**config.mk**
```make
export PLATFORM = sky130hd
export DESIGN_NAME = processador_flat
export DESIGN_NICKNAME = d
export VERILOG_FILES = /design/src/rtl/processador_pkg.sv /design/src/rtl/processador_if.sv /design/src/rtl/processador_regn.sv /design/src/rtl/processador.sv /design/src/flat_wrapper.sv
export SDC_FILE = /design/constraint.sdc
export NUM_CORES = 1
export LEC_CHECK = 0
export ABC_AREA = 1
export CORE_AREA = 5 5 133 167
export CTS_CLUSTER_DIAMETER = 80
export DETAILED_ROUTE_END_ITERATION = 7
export DIE_AREA = 0 0 138 172
export GPL_ROUTABILITY_DRIVEN = 0
export PLACE_DENSITY_LB_ADDON = 0.25
export SLEW_MARGIN = 20
export SYNTH_ARGS = -nofsm -noshare
export SYNTH_HDL_FRONTEND = slang
export SYNTH_SLANG_ARGS = --single-unit
```
**constraint.sdc**
```tcl
create_clock -name clock -period 9.8 [get_ports clock]
set_input_delay 2.45 -clock clock [delete_from_list [all_inputs] [get_ports clock]]
set_output_delay 2.45 -clock clock [all_outputs]
set_load 0.02 [all_outputs]
```
**src/rtl/processador_pkg.sv**
```systemverilog
// Shared definitions for the 16-bit multi-cycle processor: opcodes, step
// encodings, bus source selects and instruction field positions.
package processador_pkg;

   localparam int DATA_W = 16;
   localparam int NREGS  = 8;

   localparam logic [2:0] OP_MV  = 3'b000;
   localparam logic [2:0] OP_ADD = 3'b001;
   localparam logic [2:0] OP_SUB = 3'b010;
   localparam logic [2:0] OP_AND = 3'b011;
   localparam logic [2:0] OP_OUT = 3'b100;
   localparam logic [2:0] OP_MVI = 3'b101;

   // Low bit of each instruction field; op/rX/rY are 3 bits wide.
   localparam int OP_LSB = 13;
   localparam int RX_LSB = 10;
   localparam int RY_LSB = 7;
   localparam int IMM_W  = 10;

   typedef enum logic [1:0] {T0, T1, T2, T3} step_t;

   typedef enum logic [2:0] {SEL_ZERO, SEL_RX, SEL_RY, SEL_IMM, SEL_G} bus_sel_t;

   function automatic logic [DATA_W-1:0] alu(input logic [2:0] op,
                                             input logic [DATA_W-1:0] a,
                                             input logic [DATA_W-1:0] b);
      case (op)
         OP_ADD:  alu = a + b;
         OP_SUB:  alu = a - b;
         OP_AND:  alu = a & b;
         default: alu = '0;
      endcase
   endfunction

endpackage

```
**src/rtl/processador_if.sv**
```systemverilog
// Instruction input and observable data bus of the processor.
interface processador_if;
   import processador_pkg::*;

   logic [DATA_W-1:0] iin;
   logic [DATA_W-1:0] bus;

   modport master (output iin, input bus);
   modport slave  (input iin, output bus);
endinterface

```
**src/rtl/processador_regn.sv**
```systemverilog
// Generic register with synchronous active-high reset and load enable.
module regn #(
   parameter int W = 16
) (
   input  logic         clk,
   input  logic         srst,
   input  logic         ld,
   input  logic [W-1:0] d,
   output logic [W-1:0] q
);

   logic [W-1:0] q_reg;

   always_ff @(posedge clk) begin
      if (srst)
         q_reg <= '0;
      else if (ld)
         q_reg <= d;
   end

   assign q = q_reg;

endmodule

```
**src/rtl/processador.sv**
```systemverilog
// Multi-cycle processor: 4-step counter, decode/control and the shared data
// bus feeding R0..R7, A, G and IR.
module processador
   import processador_pkg::*;
(
   input  logic         clock,
   input  logic         resetn,
   processador_if.slave io
);

   step_t             step_reg;
   logic [DATA_W-1:0] r_q [NREGS];
   logic [DATA_W-1:0] ir_q, a_q, g_q;
   logic [DATA_W-1:0] bus_w, alu_w;
   logic [NREGS-1:0]  r_ld;
   logic              a_ld, g_ld, ir_ld;
   bus_sel_t          sel;
   logic [2:0]        op, rx, ry;

   assign op = ir_q[OP_LSB +: 3];
   assign rx = ir_q[RX_LSB +: 3];
   assign ry = ir_q[RY_LSB +: 3];

   always_ff @(posedge clock) begin
      if (resetn)
         step_reg <= T0;
      else
         step_reg <= step_t'(step_reg + 2'd1);
   end

   // Unknown opcodes fall through every case to the nop defaults.
   always_comb begin
      sel   = SEL_ZERO;
      r_ld  = '0;
      a_ld  = 1'b0;
      g_ld  = 1'b0;
      ir_ld = 1'b0;
      case (step_reg)
         T0: ir_ld = 1'b1;
         T1: begin
            case (op)
               OP_MV:  begin sel = SEL_RY;  r_ld[rx] = 1'b1; end
               OP_MVI: begin sel = SEL_IMM; r_ld[rx] = 1'b1; end
               OP_OUT: sel = SEL_RX;
               OP_ADD, OP_SUB, OP_AND: begin sel = SEL_RX; a_ld = 1'b1; end
               default: sel = SEL_ZERO;
            endcase
         end
         T2: begin
            case (op)
               OP_ADD, OP_SUB, OP_AND: begin sel = SEL_RY; g_ld = 1'b1; end
               OP_OUT: sel = SEL_RX;
               default: sel = SEL_ZERO;
            endcase
         end
         T3: begin
            case (op)
               OP_ADD, OP_SUB, OP_AND: begin sel = SEL_G; r_ld[rx] = 1'b1; end
               OP_OUT: sel = SEL_RX;
               default: sel = SEL_ZERO;
            endcase
         end
         default: sel = SEL_ZERO;
      endcase
   end

   always_comb begin
      bus_w = '0;
      if (!resetn) begin
         case (sel)
            SEL_RX:  bus_w = r_q[rx];
            SEL_RY:  bus_w = r_q[ry];
            SEL_IMM: bus_w = {{(DATA_W-IMM_W){1'b0}}, ir_q[IMM_W-1:0]};
            SEL_G:   bus_w = g_q;
            default: bus_w = '0;
         endcase
      end
   end

   assign alu_w  = alu(op, a_q, bus_w);
   assign io.bus = bus_w;

   generate
      for (genvar gi = 0; gi < NREGS; gi++) begin : g_regs
         regn #(.W(DATA_W)) u_r (
            .clk  (clock),
            .srst (resetn),
            .ld   (r_ld[gi]),
            .d    (bus_w),
            .q    (r_q[gi])
         );
      end
   endgenerate

   regn #(.W(DATA_W)) u_ir (
      .clk(clock), .srst(resetn), .ld(ir_ld), .d(io.iin), .q(ir_q)
   );

   regn #(.W(DATA_W)) u_a (
      .clk(clock), .srst(resetn), .ld(a_ld), .d(bus_w), .q(a_q)
   );

   regn #(.W(DATA_W)) u_g (
      .clk(clock), .srst(resetn), .ld(g_ld), .d(alu_w), .q(g_q)
   );

endmodule

```
**src/flat_wrapper.sv**
```systemverilog
// flat-port wrapper written by rule: the top's interface ports become plain ports
module processador_flat import processador_pkg::*;
  (clock, resetn, io_iin, io_bus);
  processador_if io_i ();
  input  logic clock;
  input  logic resetn;
  input wire logic [$bits(io_i.iin)-1:0] io_iin;
  output wire logic [$bits(io_i.bus)-1:0] io_bus;
  assign io_i.iin = io_iin;
  assign io_bus = io_i.bus;
  processador u_core (.clock(clock), .resetn(resetn), .io(io_i));
endmodule
```
==> flow_summary.toml, run 1 <==
[sta]
layout_min_cycle_time_ns = 7.88
final-setup-viol-count = 0
finClkSkew_ns = 0.0184
rsz0062_at_grt = "false"
worst_pin_slew_ns = 0.945
fmax_ghz = 0.127
max_slew_margin_pct = 37.0
drv_slew = 0
setup-tns-final_ns = 0
fin_crit_sh_pct = 80.4
finalHoldViolCount = 0

[layout]
fillers = 2090
final_cell_mix = "nand2_1, o21ai_0, a21oi_1"
multi_input_area_sq_um = 5700
diodes = 0
largest_register_ffs = 128
seq_area_sq_um = 3560
final_area_sq_um = 11200
syn_to_final_growth_pct = 9.64
final_nets = 1548
layout-drive-gt1-share_pct = 7.05
final_common_cell = "nand2_1"

[logic_synthesis]
syn_avg_cell_area_sq_um = 6.60
ys_ff_latch = 178
syn_inst = 1545
netlist_top_cells_area = "dfxtp_1, nand2_1, o21ai_0, a21oi_1, nand3_1"
synth.largest_area_cell = "dfxtp_1"
synth_fp_nets = 1588
synth_cell_types = 43
synth-edff-count = 0
yosys.area.top_type_share_pct = 34.9
yosysWarnings = 0
ys.flop_type = "dfxtp_1"
async_flop_share_pct = 0
yosysSeqAreaShare_pct = 34.9
syn_area_sq_um = 10200

[placed_design]
placed_area_sq_um = 10500
port_buffers = 33
hpwl_mm = 20.2

[pwr]
p_leak_uw = 0.00487
peakVddDrop_mv = 0.120
power_per_cell_area_nw_per_um2 = 188

[worst_setup_path]
worstReg2RegStart = "u_core.u_ir.q[10]"
critPathRequiredTime_ns = 7.35
path_cells = "clkdlybuf4s50_1, inv_4, nand2_1, inv_2, clkdlybuf4s50_1"
cp.arrival_ns = 5.43
worstSetupPathType = "input port to output pin"
cpPeakStageDelay_ns = 0.81
rr_worst_depth = 26
cp-start-kind = "input port"
r2r-end = "u_core.u_g.q[9]"
crit_fanout = 83
rrSetupSlack_ns = 4.25
cp-end-kind = "output pin"
critPathSlowestCell = "clkdlybuf4s50_1"
crit_top_cell = "clkdlybuf4s50_1"

[clock_network]
htree_levels = 4
cts_buffer_depth = 2
ctsResizeCount = 0
cts_setup_buffers = 0
clk_latency_ns = 0.44
cts-hold-fix-buffers = 0
cts_root_buffer = "clkbuf_16"
path_clk_slew_ns = 0.07
cts_sinks = 178
cts_tree = "done"
cts_inserted_buffers = 17

[routing]
routed_via_density = 5.78
wire_per_inst_um = 17.8
drt-total-wl_mm = 31.8
dr.pass1.iters = 5
drtAntennaViolNets = 0
drt_iter0_drc = 1185
vias = 10400
drc_errors = 0

[global_route]
grt_max_degree = 84
grt_use_total_pct = 26.3
globalRouteOverflowTotal = 0
grt_pass1_vias = 9424
grt_pass1_wl_mm = 50.3
antenna_found_initial = 0

[status]
outcome = "complete, no violations"

[hold_path]
worstHoldPathCells = 1
hold-path-endpoint = "u_core.step_reg[0]"
hold_start = "u_core.step_reg[0]"
hold_class = "flip-flop to flip-flop"

[die]
fp-row-count = 59
die_area_sq_um = 23700
die_y_um = 172
core_area_sq_um = 20500
start_util_pct = 49.7
io_pins = 34
dieWidth_um = 138

[flow_run]
max_cap_viol_count = 0
-- worst max-delay path: cells and delay by family --
family                 cells  cell delay, ns
buffers and inverters      4            2.43
and+or+nand+nor            1            0.50
-- routing by layer --
| layer | up-vias | part of all wire (%) | routed length (um) | global-route usage [%] |
|---|---|---|---|---|
| li1 | 5101 | - | - | - |
| met1 | 4728 | 41 | 13100 | 32.5 |
| met2 | 449 | 48 | 15300 | 45.4 |
| met3 | 82 | 7.3 | 2330 | 4.59 |
| met4 | 0 | 3.5 | 1110 | 11.0 |
| met5 | - | 0 | 0 | 0 |
-- logic make-up (layout without fill, tap and decap cells) --
kind of cell	count (synthesis)	count (layout)	share of synthesized area [%]
xor+xnor	14	14	1.20
fa+ha+maj	25	25	3.14
compound gates	456	456	23.7
simple gates	641	641	27.5
buf+inv	231	203	9.52
flops	178	178	34.9
-- stage by stage --
| stage | hold WS [ns] | util, % | instances | setup slack, ns | total power [uW] |
|---|---|---|---|---|---|
| 4_1_cts | 0.469 | 54.5 | 1791 | 1.93 | 2100 |
| 6_report | 0.467 | 54.5 | 1791 | 1.92 | 2100 |
| 2_1_floorplan | 0.418 | - | 1545 | 3.85 | 1220 |
| 3_3_place_gp | 0.444 | 51.3 | 1760 | 1.97 | 1340 |
| 3_5_place_dp | 0.452 | 51.3 | 1760 | 1.95 | 1350 |
| 5_1_grt | 0.520 | 54.5 | 1791 | 1.74 | 2210 |
-- worst max path at each step --
stage	startpoint	endpoint	slack, ns
2_1_floorplan	resetn	io_bus[13]	3.85
3_3_place_gp	resetn	io_bus[10]	1.97
3_5_place_dp	resetn	io_bus[10]	1.95
4_1_cts	resetn	io_bus[10]	1.93
5_1_grt	resetn	io_bus[10]	1.74
6_report	resetn	io_bus[10]	1.92
-- Yosys cell counts, types with 2 or more instances --
| library cell | instances |
|---|---|
| o21ai_0 | 201 |
| buf_4 | 9 |
| o211ai_1 | 17 |
| o22ai_1 | 33 |
| nand3_2 | 4 |
| dfxtp_1 | 178 |
| a21boi_0 | 3 |
| a21oi_2 | 3 |
| a31oi_1 | 5 |
| clkbuf_1 | 66 |
| ha_1 | 24 |
| nor2_1 | 112 |
| nand2_2 | 4 |
| nand3b_1 | 3 |
| nand2_1 | 346 |
| nand3_1 | 117 |
| inv_2 | 9 |
| nand4_1 | 26 |
| inv_1 | 101 |
| nand2_4 | 2 |
| o21ai_1 | 4 |
| buf_6 | 4 |
| or2_2 | 5 |
| xor2_1 | 14 |
| nor3_1 | 5 |
| nor2_2 | 6 |
| nor3_2 | 3 |
| clkinv_1 | 9 |
| buf_2 | 32 |
| a21oi_1 | 182 |
| nor2_4 | 6 |
-- where the power goes --
part / total (uW) / internal (uW) / switching, uW
combinational: 557 / 185 / 372
sequential: 784 / 755 / 28.6
clock: 762 / 460 / 302
-- layout make-up --
cell class | count | area share, %
clock inverter | 12 | 1.83
multi-input combinational | 1136 | 50.9
clock buffer | 19 | 3.96
tap | 274 | 3.07
sequential | 178 | 31.9
inverter | 119 | 4.04
timing repair buffer | 53 | 4.30
Note: power is estimated with default switching activity, not from simulation.
==> run 2, diff against run 1 <==
clock period = 7.1 ns   (was 9.8 ns; I/O delays follow)
==> flow_summary.toml, run 2 (synthesized netlist as in run 1, its figures left out) <==
[die]
dieWidth_um = 138
fp-row-count = 59
io_pins = 34
die_area_sq_um = 23700
die_y_um = 172
start_util_pct = 49.7
core_area_sq_um = 20500

[layout]
layout-drive-gt1-share_pct = 7.42
final_cell_mix = "nand2_1, o21ai_0, a21oi_1"
diodes = 0
post-route-util_pct = 54.3
final_nets = 1552
syn_to_final_growth_pct = 9.32
fillers = 2073
largest_register_ffs = 128
instances_no_fill = 1796
final_common_cell = "nand2_1"
multi_input_area_sq_um = 5700
seq_area_sq_um = 3560

[worst_setup_path]
cpPeakStageDelay_ns = 0.63
critPathBufInv = 5
endpoint = "io_bus[10]"
rr_worst_depth = 22
cp-start-kind = "input port"
crit_fanout = 75
r2r-end = "u_core.u_g.q[9]"
critPathSlowestCell = "clkdlybuf4s50_1"
crit_top_cell = "clkdlybuf4s50_1"
critPathRequiredTime_ns = 5.33
worstReg2RegStart = "u_core.u_ir.q[12]"
cp.arrival_ns = 4.35
crit_start = "resetn"
worstSetupPathType = "input port to output pin"
rrSetupSlack_ns = 1.89
cp-end-kind = "output pin"
worst-path-stages = 6
crit_family = "buffers and inverters"
path_cells = "clkdlybuf4s50_1, buf_4, inv_4, nand2_1, inv_2, clkdlybuf4s50_1"

[global_route]
grt_pass1_vias = 9764
grt_max_degree = 76
antenna_found_initial = 0
globalRouteOverflowTotal = 0
grt_pass1_wl_mm = 51.0
grt_use_total_pct = 26.4

[sta]
finalHoldViolCount = 0
fin_crit_sh_pct = 86.2
fmax_ghz = 0.163
layout_min_cycle_time_ns = 6.12
rsz0062_at_grt = "false"
finClkSkew_ns = 0.00833
setup-tns-final_ns = 0
max_slew_margin_pct = 38.3
drv_slew = 0
worst_pin_slew_ns = 0.923
final-setup-viol-count = 0

[clock_network]
path_clk_slew_ns = 0.07
cts_root_buffer = "clkbuf_16"
htree_levels = 4
cts_setup_buffers = 0
cts_buffer_depth = 2
ctsResizeCount = 0
clk_latency_ns = 0.44
cts_sinks = 178
cts-hold-fix-buffers = 0
cts_inserted_buffers = 17
cts_tree = "done"

[hold_path]
hold_class = "flip-flop to flip-flop"

[routing]
drtAntennaViolNets = 0
vias = 10400
drt_iter0_drc = 1158
routed_via_density = 5.77
dr.pass1.iters = 5
wire_per_inst_um = 17.7
drt-total-wl_mm = 31.9
drc_errors = 0

[placed_design]
port_buffers = 33
hpwl_mm = 20.3
dp_cells = 1764

[pwr]
p_leak_uw = 0.00486
peakVddDrop_mv = 0.170
power_per_cell_area_nw_per_um2 = 252

[flow_run]
max_cap_viol_count = 0

[status]
outcome = "complete, no violations"
==> run 2: worst register-to-register path: cells and delay by family, from the launching register on <==
family,cells,cell delay [ns]
and+or+nand+nor,11,2.26
DFF,1,0.70
xor gates and xnor gates,1,0.16
buffers and inverters,2,0.11
adders and majority gates,1,0.34
AOI/OAI and AO/OA,7,1.53
==> run 2: power by group <==
group          internal, uW  leakage [uW]  switching [uW]  total [uW]
sequential             1040       0.00144            36.0        1080
clock                   503      0.000285             465         968
combinational           257       0.00313             512         770
total                  1800       0.00486            1010        2820
==> run 2: worst min path at each step <==
stage                  startpoint            endpoint  slack, ns  depth (start not counted)
2_1_floorplan  u_core.step_reg[0]  u_core.step_reg[0]       0.42                          1
3_3_place_gp   u_core.step_reg[0]  u_core.step_reg[0]       0.45                          1
3_5_place_dp   u_core.step_reg[0]  u_core.step_reg[0]       0.45                          1
4_1_cts        u_core.step_reg[0]  u_core.step_reg[0]       0.47                          1
5_1_grt        u_core.step_reg[0]  u_core.step_reg[0]       0.50                          1
6_report       u_core.step_reg[0]  u_core.step_reg[0]       0.46                          1
==> run 2: final cells by class <==
cell class,instances,share of cell area (%)
clock buffers,17,3.81
clock inverters,15,1.46
inverters,119,4.03
multi-input cells,1136,51.1
flip-flops and latches,178,32.0
well taps,274,3.07
repair buffers,57,4.58
==> run 2: through the flow <==
stage                     hold slack [ns]  setup WS, ns  area, sq um  total power [uW]
after detailed placement            0.451          1.02        10600              1860
after global placement              0.448          1.04        10600              1850
after global routing                0.499         0.853        11200              2960
final                               0.460         0.977        11200              2820
after floorplan                     0.418          2.18        10200              1680
after CTS                           0.469          1.01        11200              2810
==> run 2: routing by layer <==
| metal | GRT usage [%] | up-vias | routed length [um] |
|---|---|---|---|
| met5 | 0 | - | 0 |
| met4 | 12.2 | 0 | 1130 |
| met2 | 46.2 | 419 | 15300 |
| li1 | - | 5102 | - |
| met3 | 3.98 | 91 | 2130 |
| met1 | 32.2 | 4758 | 13300 |
